**src/rtl/mod_swapchain_pkg.sv**
```systemverilog
// mod_swapchain_pkg
// Shared types and defaults for the modulation/STM segment swap chain.
//   swapchain_state_t : FSM state encoding used by swapchain_core
//   SWC_IDX_WIDTH     : default sample index / cycle width (32768-entry segment)
//   SWC_REP_WIDTH     : default repetition field width
//   REP_INFINITE      : repetition value meaning "loop forever"
package mod_swapchain_pkg;

    localparam int SWC_IDX_WIDTH = 15;
    localparam int SWC_REP_WIDTH = 16;

    localparam logic [SWC_REP_WIDTH-1:0] REP_INFINITE = 16'hFFFF;

    typedef enum logic [1:0] {
        INFINITE   = 2'd0,
        WAIT_START = 2'd1,
        FINITE     = 2'd2,
        STOPPED    = 2'd3
    } swapchain_state_t;

endpackage

```
**src/rtl/swapchain_core.sv**
```systemverilog
// swapchain_core
// Segment-swap state machine shared by the modulation and STM paths:
// wrap detectors for both segments, the pending-request latch and the
// finite-repetition loop counter. The caller owns the index mux/freeze.
// Ports:
//   clk, rst              : clock, synchronous active-high reset
//   update_i              : one-cycle settings strobe
//   req_seg_i, rep_i      : requested segment and repetition count (loops-1)
//   cycle_0_i, cycle_1_i  : last index of each segment
//   idx_0_i, idx_1_i      : free-running timer indices of each segment
//   loop_cnt_o, busy_o    : status (only with MOD_SWAPCHAIN_STATUS_EN)
//   seg_q_o / seg_d_o     : current segment and its next value
//   stop_q_o              : repetitions exhausted
//   hold_o                : next cycle is in STOPPED (index must freeze)
module swapchain_core
    import mod_swapchain_pkg::*;
#(
    parameter int IDX_WIDTH = SWC_IDX_WIDTH,
    parameter int REP_WIDTH = SWC_REP_WIDTH
) (
    input  logic                 clk,
    input  logic                 rst,
    input  logic                 update_i,
    input  logic                 req_seg_i,
    input  logic [REP_WIDTH-1:0] rep_i,
    input  logic [IDX_WIDTH-1:0] cycle_0_i,
    input  logic [IDX_WIDTH-1:0] cycle_1_i,
    input  logic [IDX_WIDTH-1:0] idx_0_i,
    input  logic [IDX_WIDTH-1:0] idx_1_i,
`ifdef MOD_SWAPCHAIN_STATUS_EN
    output logic [REP_WIDTH-1:0] loop_cnt_o,
    output logic                 busy_o,
`endif
    output logic                 seg_q_o,
    output logic                 seg_d_o,
    output logic                 stop_q_o,
    output logic                 hold_o
);

    swapchain_state_t       state_q, state_d;
    logic                   seg_q, seg_d;
    logic                   stop_q, stop_d;
    logic                   req_q, req_d;
    logic [REP_WIDTH-1:0]   rep_q, rep_d;
    logic [REP_WIDTH-1:0]   loop_cnt_q, loop_cnt_d;
    logic [IDX_WIDTH-1:0]   prev_idx_0_q, prev_idx_0_d;
    logic [IDX_WIDTH-1:0]   prev_idx_1_q, prev_idx_1_d;
    logic [1:0]             wrap;
    logic                   accept;

    // A segment wraps when its timer goes from the last index back to 0.
    always_comb begin
        prev_idx_0_d = idx_0_i;
        prev_idx_1_d = idx_1_i;
        wrap[0]      = (prev_idx_0_q == cycle_0_i) && (idx_0_i == '0);
        wrap[1]      = (prev_idx_1_q == cycle_1_i) && (idx_1_i == '0);
    end

    always_comb begin
        state_d    = state_q;
        seg_d      = seg_q;
        stop_d     = stop_q;
        req_d      = req_q;
        rep_d      = rep_q;
        loop_cnt_d = loop_cnt_q;

        // While playing, a request for the segment already on air is a no-op;
        // while waiting or stopped every request is taken as a fresh one.
        accept = update_i && ((state_q == WAIT_START) || (state_q == STOPPED) ||
                              (req_seg_i != seg_q));

        if (accept) begin
            // Update beats a coincident wrap: that wrap is neither a start
            // nor a counted loop.
            stop_d = 1'b0;
            if (rep_i == '1) begin
                seg_d   = req_seg_i;
                state_d = INFINITE;
            end else begin
                req_d   = req_seg_i;
                rep_d   = rep_i;
                state_d = WAIT_START;
            end
        end else begin
            case (state_q)
                WAIT_START: begin
                    if (wrap[req_q]) begin
                        seg_d      = req_q;
                        loop_cnt_d = '0;
                        state_d    = FINITE;
                    end
                end
                FINITE: begin
                    if (wrap[seg_q]) begin
                        if (loop_cnt_q == rep_q) begin
                            state_d = STOPPED;
                            stop_d  = 1'b1;
                        end else begin
                            loop_cnt_d = loop_cnt_q + REP_WIDTH'(1);
                        end
                    end
                end
                default: ;
            endcase
        end
    end

    always_ff @(posedge clk) begin
        if (rst) begin
            state_q      <= INFINITE;
            seg_q        <= 1'b0;
            stop_q       <= 1'b0;
            req_q        <= 1'b0;
            rep_q        <= '1;
            loop_cnt_q   <= '0;
            prev_idx_0_q <= '0;
            prev_idx_1_q <= '0;
        end else begin
            state_q      <= state_d;
            seg_q        <= seg_d;
            stop_q       <= stop_d;
            req_q        <= req_d;
            rep_q        <= rep_d;
            loop_cnt_q   <= loop_cnt_d;
            prev_idx_0_q <= prev_idx_0_d;
            prev_idx_1_q <= prev_idx_1_d;
        end
    end

`ifdef MOD_SWAPCHAIN_STATUS_EN
    logic busy_q, busy_d;

    always_comb busy_d = (state_d == WAIT_START);

    always_ff @(posedge clk) begin
        if (rst) busy_q <= 1'b0;
        else     busy_q <= busy_d;
    end

    assign loop_cnt_o = loop_cnt_q;
    assign busy_o     = busy_q;
`endif

    assign seg_q_o  = seg_q;
    assign seg_d_o  = seg_d;
    assign stop_q_o = stop_q;
    assign hold_o   = (state_d == STOPPED);

endmodule

```
**src/rtl/mod_swapchain.sv**
```systemverilog
// mod_swapchain
// Chooses which modulation segment feeds the sampler and when the swap
// takes effect; freezes the index on the last sample once a finite
// repetition count is exhausted.
// Optional status outputs are built when MOD_SWAPCHAIN_STATUS_EN is defined.
// Ports:
//   CLK, RST             : clock, synchronous active-high reset
//   UPDATE_SETTINGS      : one-cycle strobe, REQ_RD_SEGMENT/REP valid
//   REQ_RD_SEGMENT, REP  : requested segment, loops-1 (all-ones = infinite)
//   CYCLE_0, CYCLE_1     : last index of each segment
//   IDX_0, IDX_1         : free-running timer indices
//   LOOP_CNT, BUSY       : live loop count / waiting for start (status build)
//   SEGMENT, IDX, STOP   : registered segment, BRAM index, exhausted flag
module mod_swapchain
    import mod_swapchain_pkg::*;
#(
    parameter int IDX_WIDTH = SWC_IDX_WIDTH,
    parameter int REP_WIDTH = SWC_REP_WIDTH
) (
    input  logic                 CLK,
    input  logic                 RST,
    input  logic                 UPDATE_SETTINGS,
    input  logic                 REQ_RD_SEGMENT,
    input  logic [REP_WIDTH-1:0] REP,
    input  logic [IDX_WIDTH-1:0] CYCLE_0,
    input  logic [IDX_WIDTH-1:0] CYCLE_1,
    input  logic [IDX_WIDTH-1:0] IDX_0,
    input  logic [IDX_WIDTH-1:0] IDX_1,
`ifdef MOD_SWAPCHAIN_STATUS_EN
    output logic [REP_WIDTH-1:0] LOOP_CNT,
    output logic                 BUSY,
`endif
    output logic                 SEGMENT,
    output logic [IDX_WIDTH-1:0] IDX,
    output logic                 STOP
);

    logic                 seg_q, seg_d, stop_q, hold;
    logic [IDX_WIDTH-1:0] idx_q, idx_d;

    swapchain_core #(
        .IDX_WIDTH (IDX_WIDTH),
        .REP_WIDTH (REP_WIDTH)
    ) u_core (
        .clk       (CLK),
        .rst       (RST),
        .update_i  (UPDATE_SETTINGS),
        .req_seg_i (REQ_RD_SEGMENT),
        .rep_i     (REP),
        .cycle_0_i (CYCLE_0),
        .cycle_1_i (CYCLE_1),
        .idx_0_i   (IDX_0),
        .idx_1_i   (IDX_1),
`ifdef MOD_SWAPCHAIN_STATUS_EN
        .loop_cnt_o(LOOP_CNT),
        .busy_o    (BUSY),
`endif
        .seg_q_o   (seg_q),
        .seg_d_o   (seg_d),
        .stop_q_o  (stop_q),
        .hold_o    (hold)
    );

    // Mux on the next segment so a swap shows the new segment's index in the
    // same cycle SEGMENT changes. On entry to STOPPED the timer has already
    // rolled to 0, so the last sample is taken from CYCLE rather than IDX.
    always_comb begin
        if (hold) begin
            if (stop_q) idx_d = idx_q;
            else        idx_d = seg_q ? CYCLE_1 : CYCLE_0;
        end else begin
            idx_d = seg_d ? IDX_1 : IDX_0;
        end
    end

    always_ff @(posedge CLK) begin
        if (RST) idx_q <= '0;
        else     idx_q <= idx_d;
    end

    assign SEGMENT = seg_q;
    assign IDX     = idx_q;
    assign STOP    = stop_q;

endmodule

```
**config.mk**
```make
export PLATFORM = sky130hd
export DESIGN_NAME = mod_swapchain
export DESIGN_NICKNAME = d
export VERILOG_FILES = /design/src/rtl/mod_swapchain_pkg.sv /design/src/rtl/swapchain_core.sv /design/src/rtl/mod_swapchain.sv
export SDC_FILE = /design/constraint.sdc
export NUM_CORES = 1
export LEC_CHECK = 0
export BUFFER_PORTS_ARGS = -buffer_cell sky130_fd_sc_hd__buf_2
export CORE_MARGIN = 3
export CORE_UTILIZATION = 55
export CTS_CLUSTER_SIZE = 16
export DETAILED_ROUTE_END_ITERATION = 7
export PLACE_DENSITY = 0.81
export SYNTH_ARGS = -nofsm -noshare
export SYNTH_HDL_FRONTEND = slang
export SYNTH_SLANG_ARGS = --single-unit
```
**constraint.sdc**
```tcl
create_clock -name CLK -period 2.8 [get_ports CLK]
set_clock_uncertainty 0.2 [all_clocks]
set_input_delay 0.14 -clock CLK [delete_from_list [all_inputs] [get_ports CLK]]
set_output_delay 0.14 -clock CLK [all_outputs]
set_load 0.01 [all_outputs]
```
# After elaboration in Yosys (flattened, before gate mapping)

Index checks and enable logic that the tools add are counted.

Bits of input ports: 80
Output and inout port bits: 17
Word-level logic and storage cells: 61
Register bits: 82

$lt $le $gt $ge: 2
Add/subtract/negate cells: 1
Equality and inequality tests: 13
Bitwise logic cells: 2
Reductions and logical operators: 12
Mux-type cells: 22

Operator list:

| kind                                                                    | number |
|---|---|
| 15-bit two-way mux                                                      | 4 |
| 16-bit two-way mux                                                      | 3 |
| 16-bit one-hot mux with 2 select lines                                  | 1 |
| 15-bit equality test                                                    | 2 |
| 15-bit logical NOT                                                      | 2 |
| 16-bit by 1-bit adder with 16-bit output, second input constant         | 1 |
| 16-bit equality test                                                    | 1 |
| 16-bit equality test, second input constant                             | 1 |
| 1-bit two-way mux                                                       | 9 |
| 2-bit two-way mux                                                       | 4 |
| 2-bit equality test, second input constant                              | 3 |
| 2-bit inequality test, second input constant                            | 3 |
| 5-bit AND reduction                                                     | 1 |
| 1-bit by 2-bit < comparator with 1-bit output, second input constant    | 2 |
| 2-bit one-hot mux with 2 select lines                                   | 1 |
| 1-bit logical AND                                                       | 3 |
| 3-bit AND reduction                                                     | 1 |
| 2-bit by 1-bit equality test with 1-bit output, second input constant   | 1 |
| 1-bit logical OR                                                        | 2 |
| 2-bit by 1-bit inequality test with 1-bit output, second input constant | 1 |
| 1-bit NOT                                                               | 2 |
| 2-bit AND reduction                                                     | 1 |
| 2-bit nonzero test                                                      | 1 |
| 2-bit OR reduction                                                      | 1 |
| 1-bit inequality test                                                   | 1 |

# Logic depth before layout (Yosys ltp)

Word-level depth: 9
Depth in mapped cells: 10

# By module

A second synthesis with hierarchy kept.

Cells, all modules: 458
Area total of the unflattened synthesis: 4443.0 um^2

By module, submodules not included:

| module         | seq. area each (um^2) | area an instance (um^2) | cells each | instances |
|---|---|---|---|---|
| swapchain_core | 1341.3                | 3303.2                  | 355        | 1 |
| mod_swapchain  | 300.3                 | 1139.8                  | 103        | 1 |

# Least setup slack after synthesis

OpenSTA, ideal clock, no wires.

Kind: input to register
From: input port IDX_1[2]
To: register u_core.loop_cnt_q[3]
Cell stages on the path: 8
Library setup time: 0.070 ns
Slack: 0.222 ns
Arrival: 2.308 ns
Cells stage by stage: nor4_2 nand4_1 or4_4 or3_1 and3_4 buf_6 or4_1 a21oi_1

Longest elaborated chain between the ends: 6

RTL lines:

| what                                                                                                       | RTL line                                   | RTL |
|---|---|---|
| start, declared                                                                                            | mod_swapchain.sv:28                        | `input logic [IDX_WIDTH-1:0] IDX_1,` |
| 15-bit logical NOT (*)                                                                                     | swapchain_core.sv:56                       | `wrap[1] = (prev_idx_1_q == cycle_1_i) && (idx_1_i == '0);` |
| 1-bit logical AND (*)                                                                                      | swapchain_core.sv:56                       |  |
| 1-bit two-way mux (on tied branches) (2 in a row)                                                          | swapchain_core.sv:87, swapchain_core.sv:94 |  |
| 2-bit inequality test (no source line) or 2-bit by 1-bit inequality test with 1-bit output (tied branches) | -                                          |  |
| 5-bit AND reduction (no source line) (*)                                                                   | -                                          |  |
| end signal, assigned                                                                                       | swapchain_core.sv:124                      | `loop_cnt_q <= loop_cnt_d;` |
| end, declared                                                                                              | swapchain_core.sv:45                       | `logic [REP_WIDTH-1:0] loop_cnt_q, loop_cnt_d;` |

Mark *: on every way between the ends. The rest lies on a longest branch, timed or not. The select of a mux whose other input is x is not followed.
A chain may end at the register's enable or synchronous reset.

# Worst setup path in the final report

From: register u_core.prev_idx_1_q[3]
To: register u_core.loop_cnt_q[14]

Longest elaborated chain between the ends: 6

RTL lines:

| what                                                                                                       | RTL line                                   | RTL |
|---|---|---|
| start, declared                                                                                            | swapchain_core.sv:47                       | `logic [IDX_WIDTH-1:0] prev_idx_1_q, prev_idx_1_d;` |
| start signal, assigned                                                                                     | swapchain_core.sv:126                      | `prev_idx_1_q <= prev_idx_1_d;` |
| 15-bit equality test (*)                                                                                   | swapchain_core.sv:56                       |  |
| 1-bit logical AND (*)                                                                                      | swapchain_core.sv:56                       |  |
| 1-bit two-way mux (on tied branches) (2 in a row)                                                          | swapchain_core.sv:87, swapchain_core.sv:94 |  |
| 2-bit inequality test (no source line) or 2-bit by 1-bit inequality test with 1-bit output (tied branches) | -                                          |  |
| 5-bit AND reduction (no source line) (*)                                                                   | -                                          |  |

Marks and branches as above.

==> flow_summary.toml <==
[drt]
viasPerCell = 5.99
ant_nets = 0
drtIter0Drc = 373
drc_errors = 0
vias = 4638
dr.pass1.iters = 5
wl_per_cell_um = 18.3
wl_um = 14100

[placed_design]
io_buffers = 96
place_congestion = 0.906
dpl-instance-area_um2 = 5180
dp.cells = 711
dp_hpwl_um = 8830

[critical_path]
cp_cell_sequence = "xnor2_1 -> nand2_1 -> or4_4 -> or3_1 -> and3_4 -> or4_1 -> a21oi_1"
cp-end-kind = "register"
crit_fanout = 25
crit_path_start_kind = "register"
crit_type = "register to register"
slowest_stage = "or4_4"
slowest_delay_ns = 0.50
worst_ep_arrival_time_ns = 2.81
crit_required_ns = 2.88
ff2ff_path_depth = 7

[logic_synthesis]
yosys_register_bits = 82
synth-simple-area-share = 0.262
synth.area.top_cells = "dfxtp_1 37%, mux2i_1 7.0%, nand2_1 5.1%"
synth_edf_count = 0
synth_top_family_by_area = "simple AND/OR/NAND/NOR gates"
yosysSeqAreaShare = 0.368
synth.most_common_cell = "dfxtp_1"
synth_adder_area_share = 0.0140
yosys.area.top_type = "dfxtp_1"
synth_top_area_frac = 0.368
synth.area.mux_share = 0.0696
synth_common_cells = "82 x dfxtp_1, 61 x nand2_1, 31 x mux2i_1, 28 x a21oi_1"
synth_nets = 607
synth_cell_types = 48
postSynthCellCount = 522
synth_area_um2 = 4460
ys.flop_type = "dfxtp_1"
synth.avg_cell_area_um2 = 8.54
synth-async-reset-ratio = 0
synth-compound-area-share = 0.146
synth_warnings = 0
synth-xor-area-share = 0.0923

[clock_tree]
post_cts_buffers = 0
clkTransAtPathRegs_ns = 0.08
clk_latency_ns = 0.35
clock_sinks = 82
cts_root_buf = "clkbuf_8"
numCtsBuffers = 9
htree_levels = 3
tritoncts = "yes"
cts_buffer_depth = 2

[grt]
antenna_found_initial = 0
grt.overflow.total = 0
grt_pass1_vias = 4481
grt_pass1_wl_um = 21300
grt_usage = 0.302
grt_max_degree = 34

[sta]
final.period_utilization = 0.977
worst_pin_slew_ns = 1.06
rsz0062_at_grt = "no"
maxSlewViolCount = 0
final_hold_viol_count = 0
max_clock_freq_mhz = 366
setup_violations = 0
finalCriticalPeriod_ns = 2.73
slew_headroom = 0.294

[job]
drv_cap = 0

[floorplan]
io_pins = 97
dieArea_um2 = 9220
start_util = 0.571
rows = 32
die_y_um = 96.0
fp.coreArea_um2 = 7810
die_w_um = 96.0

[finish]
postLayoutCellArea_um2 = 5910
layout-drive-gt1-share = 0.225
fin_cells = 774
antenna_cells = 0
nNetsFinal = 752
area_growth_pct = 32.5

[hold_path]
hold_class = "input port to register"
whs_path_depth = 2

[power]
power_density_nw_per_um2 = 453
report.power.total_w = 0.00268
leakage_nw = 2.38
peakVddDrop_mv = 0.298

[status]
status = "finished, final reports clean"
## routing by layer
| metal | global-route usage | up-vias | share of wire |
|---|---|---|---|
| met5 | 0 | - | 0 |
| met4 | 0.154 | 0 | 0.041 |
| met3 | 0.0539 | 57 | 0.070 |
| met2 | 0.517 | 246 | 0.49 |
| met1 | 0.360 | 2185 | 0.40 |
| li1 | - | 2150 | - |
## state kept, by name, summed over array words and instances (netlist names)
register             cells
u_core.loop_cnt_q       16
u_core.prev_idx_1_q     15
u_core.stop_q_o          1
u_core.seg_q_o           1
u_core.state_q           2
u_core.prev_idx_0_q     15
IDX                     15
u_core.rep_q            16
u_core.req_q             1
## per-stage QoR
step           TNS [ns]  utilization  setup WS, ns  hold WS [ns]
2_1_floorplan         0            -         0.222        0.0639
3_3_place_gp     -0.631        0.664       -0.0661         0.166
3_5_place_dp      -1.51        0.664        -0.127         0.174
4_1_cts               0        0.752        0.0208        0.0391
5_1_grt               0        0.757       0.00988        0.0647
6_report              0        0.757        0.0654        0.0502
## worst paths after layout
path,to,slack [ns],from
worst max-delay path,u_core.loop_cnt_q[14]$_SDFFE_PP0P_,0.07,u_core.prev_idx_1_q[3]$_SDFF_PP0_
worst min-delay path,u_core.prev_idx_1_q[9]$_SDFF_PP0_,0.05,RST
worst max register to register,u_core.loop_cnt_q[14]$_SDFFE_PP0P_,0.07,u_core.prev_idx_1_q[3]$_SDFF_PP0_
worst min register to register,u_core.rep_q[7]$_SDFFE_PP1P_,0.29,u_core.rep_q[7]$_SDFFE_PP1P_
## what timing repair did
item / 4_1_cts / 5_1_grt
endpoints found under the hold margin: 47 / 0
setup endpoints to repair: 0 / 26
hold buffers: 47 / 0
gates resized for setup: 0 / 6
## cell type report
type / instances / area [um^2]
multi-input cells: 387 / 2670
clock inverters: 5 / 77.6
fillers: 520 / 1900
clock buffers: 11 / 141
inverters: 21 / 78.8
well taps: 102 / 128
repair buffers: 166 / 1170
flip-flops and latches: 82 / 1640
## report_power, final
group          internal, W  switching [W]
Clock             0.000524       0.000429
Sequential         0.00122      0.0000370
Combinational     0.000221       0.000242
Total              0.00197       0.000708
## cells by family after synthesis
| family | Yosys count |
|---|---|
| adder cells (fa/ha/maj) | 5 |
| buffers and inverters | 53 |
| multiplexers | 31 |
| AO/OA/AOI/OAI | 93 |
| XOR/XNOR | 47 |
| AND/OR/NAND/NOR | 211 |
| flip-flops | 82 |
## layout by cell type, fill, tap and decap left out, types with 21 or more instances in the layout
cell and instances:
buf_2 96, nand2_1 61, xor2_1 23, nor2_1 25
a21oi_1 28, dlygate4sd3_1 47, inv_1 21, xnor2_1 24
mux2i_1 31, dfxtp_1 82
## worst max-delay path, delay by kind of cell (launching register included)
kind	cells	cell delay, ns
and+or+nand+nor	5	1.76
DFF	1	0.32
xor gates and xnor gates	1	0.20
AOI/OAI and AO/OA	1	0.17
No activity file was read; power rests on OpenSTA's default activity.
